--- config.mk ---
export PLATFORM = sky130hd
export DESIGN_NAME = nibble_text_streamer
export DESIGN_NICKNAME = d
export VERILOG_FILES = /design/src/rtl/nibble_text_streamer.sv
export SDC_FILE = /design/constraint.sdc
export NUM_CORES = 1
export LEC_CHECK = 0
export CORE_MARGIN = 2
export CORE_UTILIZATION = 30
export CTS_CLUSTER_DIAMETER = 60
export DETAILED_ROUTE_END_ITERATION = 10
export GPL_TIMING_DRIVEN = 1
export PLACE_DENSITY = 0.52
export SYNTH_ARGS = -nofsm -noshare
export SYNTH_HDL_FRONTEND = slang
export SYNTH_SLANG_ARGS = --single-unit
--- constraint.sdc ---
create_clock -name clk -period 2.3 [get_ports clk]
set_input_delay 0.46 -clock clk [delete_from_list [all_inputs] [get_ports clk]]
set_output_delay 0.46 -clock clk [all_outputs]
set_load 0.005 [all_outputs]
--- src/rtl/nibble_text_streamer.sv ---
// nibble_text_streamer: converts an unsigned binary value into ASCII decimal
// characters, most significant digit first, optionally followed by a terminator.
// Conversion is sequential double-dabble (one shift per cycle). Emission is one
// character per valid/ready handshake.
//
// Ports:
//   clk, rst             clock, asynchronous active-high reset
//   in_valid/in_ready    value input handshake, in_data[W-1:0] unsigned value
//   out_valid/out_ready  character output handshake
//   out_char[7:0]        '0'..'9' or TERM_CHAR
//   out_last             final character of the current value
//   busy                 conversion or emission in progress
module nibble_text_streamer #(
  parameter int unsigned W         = 16,
  parameter int unsigned DIGITS    = 5,
  parameter bit          EMIT_TERM = 1'b1,
  parameter logic [7:0]  TERM_CHAR = 8'h0A
) (
  input  logic         clk,
  input  logic         rst,
  input  logic         in_valid,
  output logic         in_ready,
  input  logic [W-1:0] in_data,
  output logic         out_valid,
  input  logic         out_ready,
  output logic [7:0]   out_char,
  output logic         out_last,
  output logic         busy
);

  localparam int unsigned BW = 4 * DIGITS;
  localparam int unsigned CW = $clog2(W + 1);
  localparam int unsigned IW = (DIGITS > 1) ? $clog2(DIGITS) : 1;

  typedef enum logic [1:0] {IDLE, CONVERT, EMIT, TERM} state_t;

  state_t          state_q, state_d;
  logic [W-1:0]    val_q, val_d;
  logic [BW-1:0]   bcd_q, bcd_d;
  logic [CW-1:0]   cnt_q, cnt_d;
  logic [IW-1:0]   idx_q, idx_d;
  logic            in_ready_d, out_valid_d, out_last_d, busy_d;
  logic [7:0]      out_char_d;
  logic [BW+W-1:0] shifted;
  logic [IW-1:0]   msd;
  logic            handshake;

  // Add 3 to every BCD digit >= 5 ahead of the shift.
  function automatic logic [BW-1:0] dabble(input logic [BW-1:0] b);
    logic [BW-1:0] r;
    r = b;
    for (int unsigned i = 0; i < DIGITS; i++) begin
      if (b[4*i +: 4] >= 4'd5) r[4*i +: 4] = b[4*i +: 4] + 4'd3;
    end
    return r;
  endfunction

  // Index of the most significant nonzero digit; 0 when the value is zero.
  function automatic logic [IW-1:0] msd_of(input logic [BW-1:0] b);
    logic [IW-1:0] m;
    m = '0;
    for (int unsigned i = 0; i < DIGITS; i++) begin
      if (b[4*i +: 4] != 4'd0) m = IW'(i);
    end
    return m;
  endfunction

  // ASCII character for digit idx of b.
  function automatic logic [7:0] digit_char(input logic [BW-1:0] b, input logic [IW-1:0] idx);
    logic [BW-1:0] s;
    s = b >> {idx, 2'b00};
    return 8'h30 + {4'h0, s[3:0]};
  endfunction

  // State and registered outputs.
  always_ff @(posedge clk or posedge rst) begin
    if (rst) begin
      state_q   <= IDLE;
      val_q     <= '0;
      bcd_q     <= '0;
      cnt_q     <= '0;
      idx_q     <= '0;
      in_ready  <= 1'b1;
      out_valid <= 1'b0;
      out_char  <= 8'h00;
      out_last  <= 1'b0;
      busy      <= 1'b0;
    end else begin
      state_q   <= state_d;
      val_q     <= val_d;
      bcd_q     <= bcd_d;
      cnt_q     <= cnt_d;
      idx_q     <= idx_d;
      in_ready  <= in_ready_d;
      out_valid <= out_valid_d;
      out_char  <= out_char_d;
      out_last  <= out_last_d;
      busy      <= busy_d;
    end
  end

  // Next-state and next-output logic.
  always_comb begin
    state_d     = state_q;
    val_d       = val_q;
    bcd_d       = bcd_q;
    cnt_d       = cnt_q;
    idx_d       = idx_q;
    in_ready_d  = in_ready;
    out_valid_d = out_valid;
    out_char_d  = out_char;
    out_last_d  = out_last;
    busy_d      = busy;
    shifted     = {dabble(bcd_q), val_q} << 1;
    msd         = msd_of(bcd_q);
    handshake   = out_valid && out_ready;

    case (state_q)
      IDLE: begin
        if (in_valid && in_ready) begin
          val_d      = in_data;
          bcd_d      = '0;
          cnt_d      = CW'(W);
          in_ready_d = 1'b0;
          busy_d     = 1'b1;
          state_d    = CONVERT;
        end
      end
      CONVERT: begin
        if (cnt_q != '0) begin
          bcd_d = shifted[W +: BW];
          val_d = shifted[W-1:0];
          cnt_d = cnt_q - CW'(1);
        end else begin
          // All W shifts done: bcd_q is final, start at the leading digit.
          idx_d       = msd;
          out_valid_d = 1'b1;
          out_char_d  = digit_char(bcd_q, msd);
          out_last_d  = !EMIT_TERM && (msd == '0);
          state_d     = EMIT;
        end
      end
      EMIT: begin
        if (handshake) begin
          if (idx_q == '0) begin
            if (EMIT_TERM) begin
              out_char_d = TERM_CHAR;
              out_last_d = 1'b1;
              state_d    = TERM;
            end else begin
              out_valid_d = 1'b0;
              out_char_d  = 8'h00;
              out_last_d  = 1'b0;
              busy_d      = 1'b0;
              in_ready_d  = 1'b1;
              state_d     = IDLE;
            end
          end else begin
            idx_d      = idx_q - IW'(1);
            out_char_d = digit_char(bcd_q, idx_q - IW'(1));
            out_last_d = !EMIT_TERM && (idx_q == IW'(1));
          end
        end
      end
      TERM: begin
        if (handshake) begin
          out_valid_d = 1'b0;
          out_char_d  = 8'h00;
          out_last_d  = 1'b0;
          busy_d      = 1'b0;
          in_ready_d  = 1'b1;
          state_d     = IDLE;
        end
      end
      default: state_d = IDLE;
    endcase
  end

endmodule
==> reports/results.md <==
- completed — status
- 2761 — number of vias in the routed layout
- 30.6% — Initial Util
- 2.38 ns — Worst Path Arrival
- 2 — deepest clock path buffer count
- 28.7% — sequential fraction of design power
- 13.8% — global-route usage over all layers
- 2.75 mW — net switching power
- reg -> reg — Min-Delay Path Class
- 3.37 mW — Power Internal
- 55 — Yosys cell types
- sky130_fd_sc_hd__or4b_4 — critical-path cell with the highest stage delay
- 18.5% — Area Overhead vs Synth
- 112 um — chip height
- 0.54 ns — largest stage delay on the critical path
- 0.08 ns — register clock-pin slew on the reported worst setup and hold paths
- 0.000708 V — Worst IR Drop VDD
- 9.33 um2 — average footprint of a synthesized cell
- 5.04 — vias per inst
- 93.0% — share of the clock period used by the worst path
- 2 — H-tree depth
- 2771 — number of global-route vias before repair
- 1.77 nW — leakage dissipation
- 36.3% — final core utilization
- done — clock tree from TritonCTS
- 0 — final count of pins violating max slew
- 0 — count of synthesis-stage warnings from yosys
- 100% — share of flip-flops with an asynchronous set or reset
- 55 — Clock Sink Count
- 0 — residual antenna-violating net count after detailed routing
- 11.9% — ratio of cells with drive above 1 in the final layout
- 0.00413 mm2 — post-route cell area
- 0.911 — final estimated routing congestion in global placement
- 373 — number of standard cells after synthesis
- sky130_fd_sc_hd__clkbuf_16 — root buf cell
- 0 ns — summed negative setup slack over all endpoints
- 13.4% — portion of total power attributed to the clock network
- 540 — Cells after DPL
- 1480 mW/mm2 — power density of the placed cells
- 548 — count of placed standard cells in the final layout, fillers left out
- 0 — final-report setup violation count
- false — RSZ-0062 raised after global routing
- 0.00397 mm2 — DP Area
- 29 — # port buffers
- 8240 um — DRT Wirelength
- 0 — number of antenna violations at the first check in global routing
- 2.54 ns — Req. time, crit path
- sky130_fd_sc_hd__dfrtp_1 — most frequent standard cell in the layout excluding fill and tap cells
- 112 um — die outline width
- 0.647 ns — slew at the pin closest to its max-slew limit
- 56.6% — tightest slew margin relative to the limit
- inv_1, ha_1, or4b_4, a2111oi_4, o21ai_1, a21oi_1, a211o_1 — ordered list of cells on the worst path
- 0 — residual overflow from global routing
- 0.0125 mm2 — area enclosed by the die boundary
- 0 — number of buffers inserted by hold repair at cts
- 0 — remaining routing DRC violations
- 39.6% — post-synthesis sequential area ratio
- 0 — count of flip-flops with a built-in enable after synthesis
- 8 — largest fanout on the critical path
- 443 — Net count, final
- 0.0114 mm2 — Core Footprint
- 467 MHz — Max Freq
- 188 — number of violations reported at the end of detailed-routing iteration 0
- 0.00348 mm2 — netlist area before placement
- 4 — number of detailed-routing iterations run before antenna repair
- 39 — total number of placement rows
- 0 — number of buffers inserted to repair setup after CTS
- flip-flop — CP endpoint kind
- 5 — number of buffers inserted during clock tree synthesis
- 2.14 ns — Min Clock Period, post-route
- 0 — number of max-capacitance violations reported
- 6190 um — Post-DP HPWL
- 0.00864 ns — final worst clock skew
- 36 — maximum number of pins on one net before global-route repair
- 57.9% — Comb pwr share
- 32 — I/O Pins
- 45.0% — proportion of total power due to net switching
- reg -> reg — start-to-end type of the worst setup path
- 55 — number of register bits inferred by synthesis
- 15.0 um — average detailed-routed wire length per instance
- 14100 um — global-route wire length before repair
- sky130_fd_sc_hd__dfrtp_1, sky130_fd_sc_hd__o21ai_0, sky130_fd_sc_hd__nand2_1, sky130_fd_sc_hd__clkdlybuf4s50_1, sky130_fd_sc_hd__inv_1 — highest-count cells in the layout ignoring fill and taps
- sky130_fd_sc_hd__dfrtp_1 — top flip-flop cell by instance count after synthesis
- flip-flop — launching element type of the critical path
- 0 — number of hold-slack violations in the final timing report
- 0 — antenna fix cells
- 0.30 ns — clock insertion delay at the later pin of the skew report
## power groups by stage
stage                     Sequential [mW]  Combinational (mW)  Clock (mW)
after detailed placement             1.78                3.55           0
after floorplan                      1.65                2.68           0
after global placement               1.76                3.50           0
after global routing                 1.83                3.99       0.882
final                                1.76                3.54       0.818
after CTS                            1.76                3.57       0.847
## Yosys cell counts (2+ instances only)
cell type                  number  share of area [%]
sky130_fd_sc_hd__dfrtp_1       54                 39
sky130_fd_sc_hd__a21o_1         2               0.43
sky130_fd_sc_hd__o21ai_2       10                2.5
sky130_fd_sc_hd__inv_1         23                2.5
sky130_fd_sc_hd__nor3b_1        4               0.86
sky130_fd_sc_hd__nand2_1       44                4.7
sky130_fd_sc_hd__nor2b_1        4               0.72
sky130_fd_sc_hd__nand4_1        3               0.54
sky130_fd_sc_hd__o221ai_1       3               0.75
sky130_fd_sc_hd__nor2_1        11                1.2
sky130_fd_sc_hd__buf_2          3               0.43
sky130_fd_sc_hd__nor3_1         6               0.86
sky130_fd_sc_hd__buf_1          2               0.22
sky130_fd_sc_hd__buf_6          3               0.97
sky130_fd_sc_hd__a22o_1         3               0.75
sky130_fd_sc_hd__a32o_1         3               0.86
sky130_fd_sc_hd__buf_4          3               0.65
sky130_fd_sc_hd__nand2b_1       8                1.4
sky130_fd_sc_hd__o211ai_1       4               0.86
sky130_fd_sc_hd__o21ai_0       45                6.5
sky130_fd_sc_hd__and3_1         4               0.72
sky130_fd_sc_hd__a21oi_1       20                2.9
sky130_fd_sc_hd__mux2i_1       19                5.5
sky130_fd_sc_hd__xnor2_1        6                1.5
sky130_fd_sc_hd__nand3_1       15                2.2
sky130_fd_sc_hd__o31ai_1        7                1.5
sky130_fd_sc_hd__xor2_1         3               0.75
sky130_fd_sc_hd__mux4_2         4                2.6
sky130_fd_sc_hd__o21ai_1        3               0.43
sky130_fd_sc_hd__a32oi_1        2               0.50
sky130_fd_sc_hd__clkbuf_1      10                1.1
sky130_fd_sc_hd__ha_1          19                6.8
## sequential cells by signal (all words and copies together) (netlist names)
name       cells
cnt_q          5
out_valid      1
state_q        2
busy           1
out_char       5
idx_q          3
bcd_q         20
val_q         16
in_ready       1
out_last       1
## final timing paths
check	from	cells past startpoint	endpoint	slack (ns)
setup / recovery	cnt_q[1]$_DFFE_PP0P_	7	out_char[3]$_DFFE_PP0P_	0.16
hold / removal	val_q[4]$_DFFE_PP0P_	2	val_q[4]$_DFFE_PP0P_	0.48
setup reg to reg	cnt_q[1]$_DFFE_PP0P_	7	out_char[3]$_DFFE_PP0P_	0.16
hold reg to reg	val_q[4]$_DFFE_PP0P_	2	val_q[4]$_DFFE_PP0P_	0.48
max in group asynchronous	rst	3	bcd_q[9]$_DFFE_PP0P_	1.20
min in group asynchronous	rst	2	state_q[1]$_DFFE_PP0P_	0.49
## cell type report
class / count / area, um2
inverters: 23 / 86.3
clock buffers: 5 / 125
fillers: 1174 / 7240
clock inverters: 3 / 28.8
multi-input cells: 274 / 1890
well taps: 143 / 179
flip-flops and latches: 55 / 1380
repair buffers: 45 / 435
## cells by family (layout without fill, tap and decap cells)
group                      Yosys count  count (layout)  synth area share (%)
other                                1               2                 0.108
buffers and inverters               45              76                  6.25
AOI/OAI and AO/OA                  113             113                  21.1
xor gates and xnor gates             9               9                  2.26
DFF                                 55              55                  39.6
muxes                               24              24                  8.38
and+or+nand+nor                    107             107                  15.5
adders and majority gates           19              19                  6.83
## critical path, delay by kind of cell, from the launching register on
kind / cells / cell delay [ns]
buf+inv: 1 / 0.07
flops: 1 / 0.40
compound gates: 4 / 0.89
simple gates: 1 / 0.54
fa+ha+maj: 1 / 0.17
## what timing repair did
item / 4_1_cts / 5_1_grt
gates resized for setup: 0 / 1
setup endpoints to repair: 0 / 15
endpoints found under the hold margin: 0 / 0
## routing by layer
layer | track usage, % | vias up | share of wire [%]
li1 | - | 1383 | -
met1 | 18.5 | 1349 | 47
met2 | 23.8 | 23 | 50
met3 | 1.47 | 6 | 1.3
met4 | 3.95 | 0 | 1.4
met5 | 0 | - | 0
## through the flow
stage	hold slack (ns)	setup WS [ns]	power (mW)
floorplan	0.442	0.138	4.32
global placement	0.460	0.138	5.26
detailed placement	0.465	0.0948	5.33
CTS	0.485	0.0465	6.18
global route	0.501	0.0114	6.70
finish	0.480	0.160	6.12
Power figures use the tool's default switching activity.
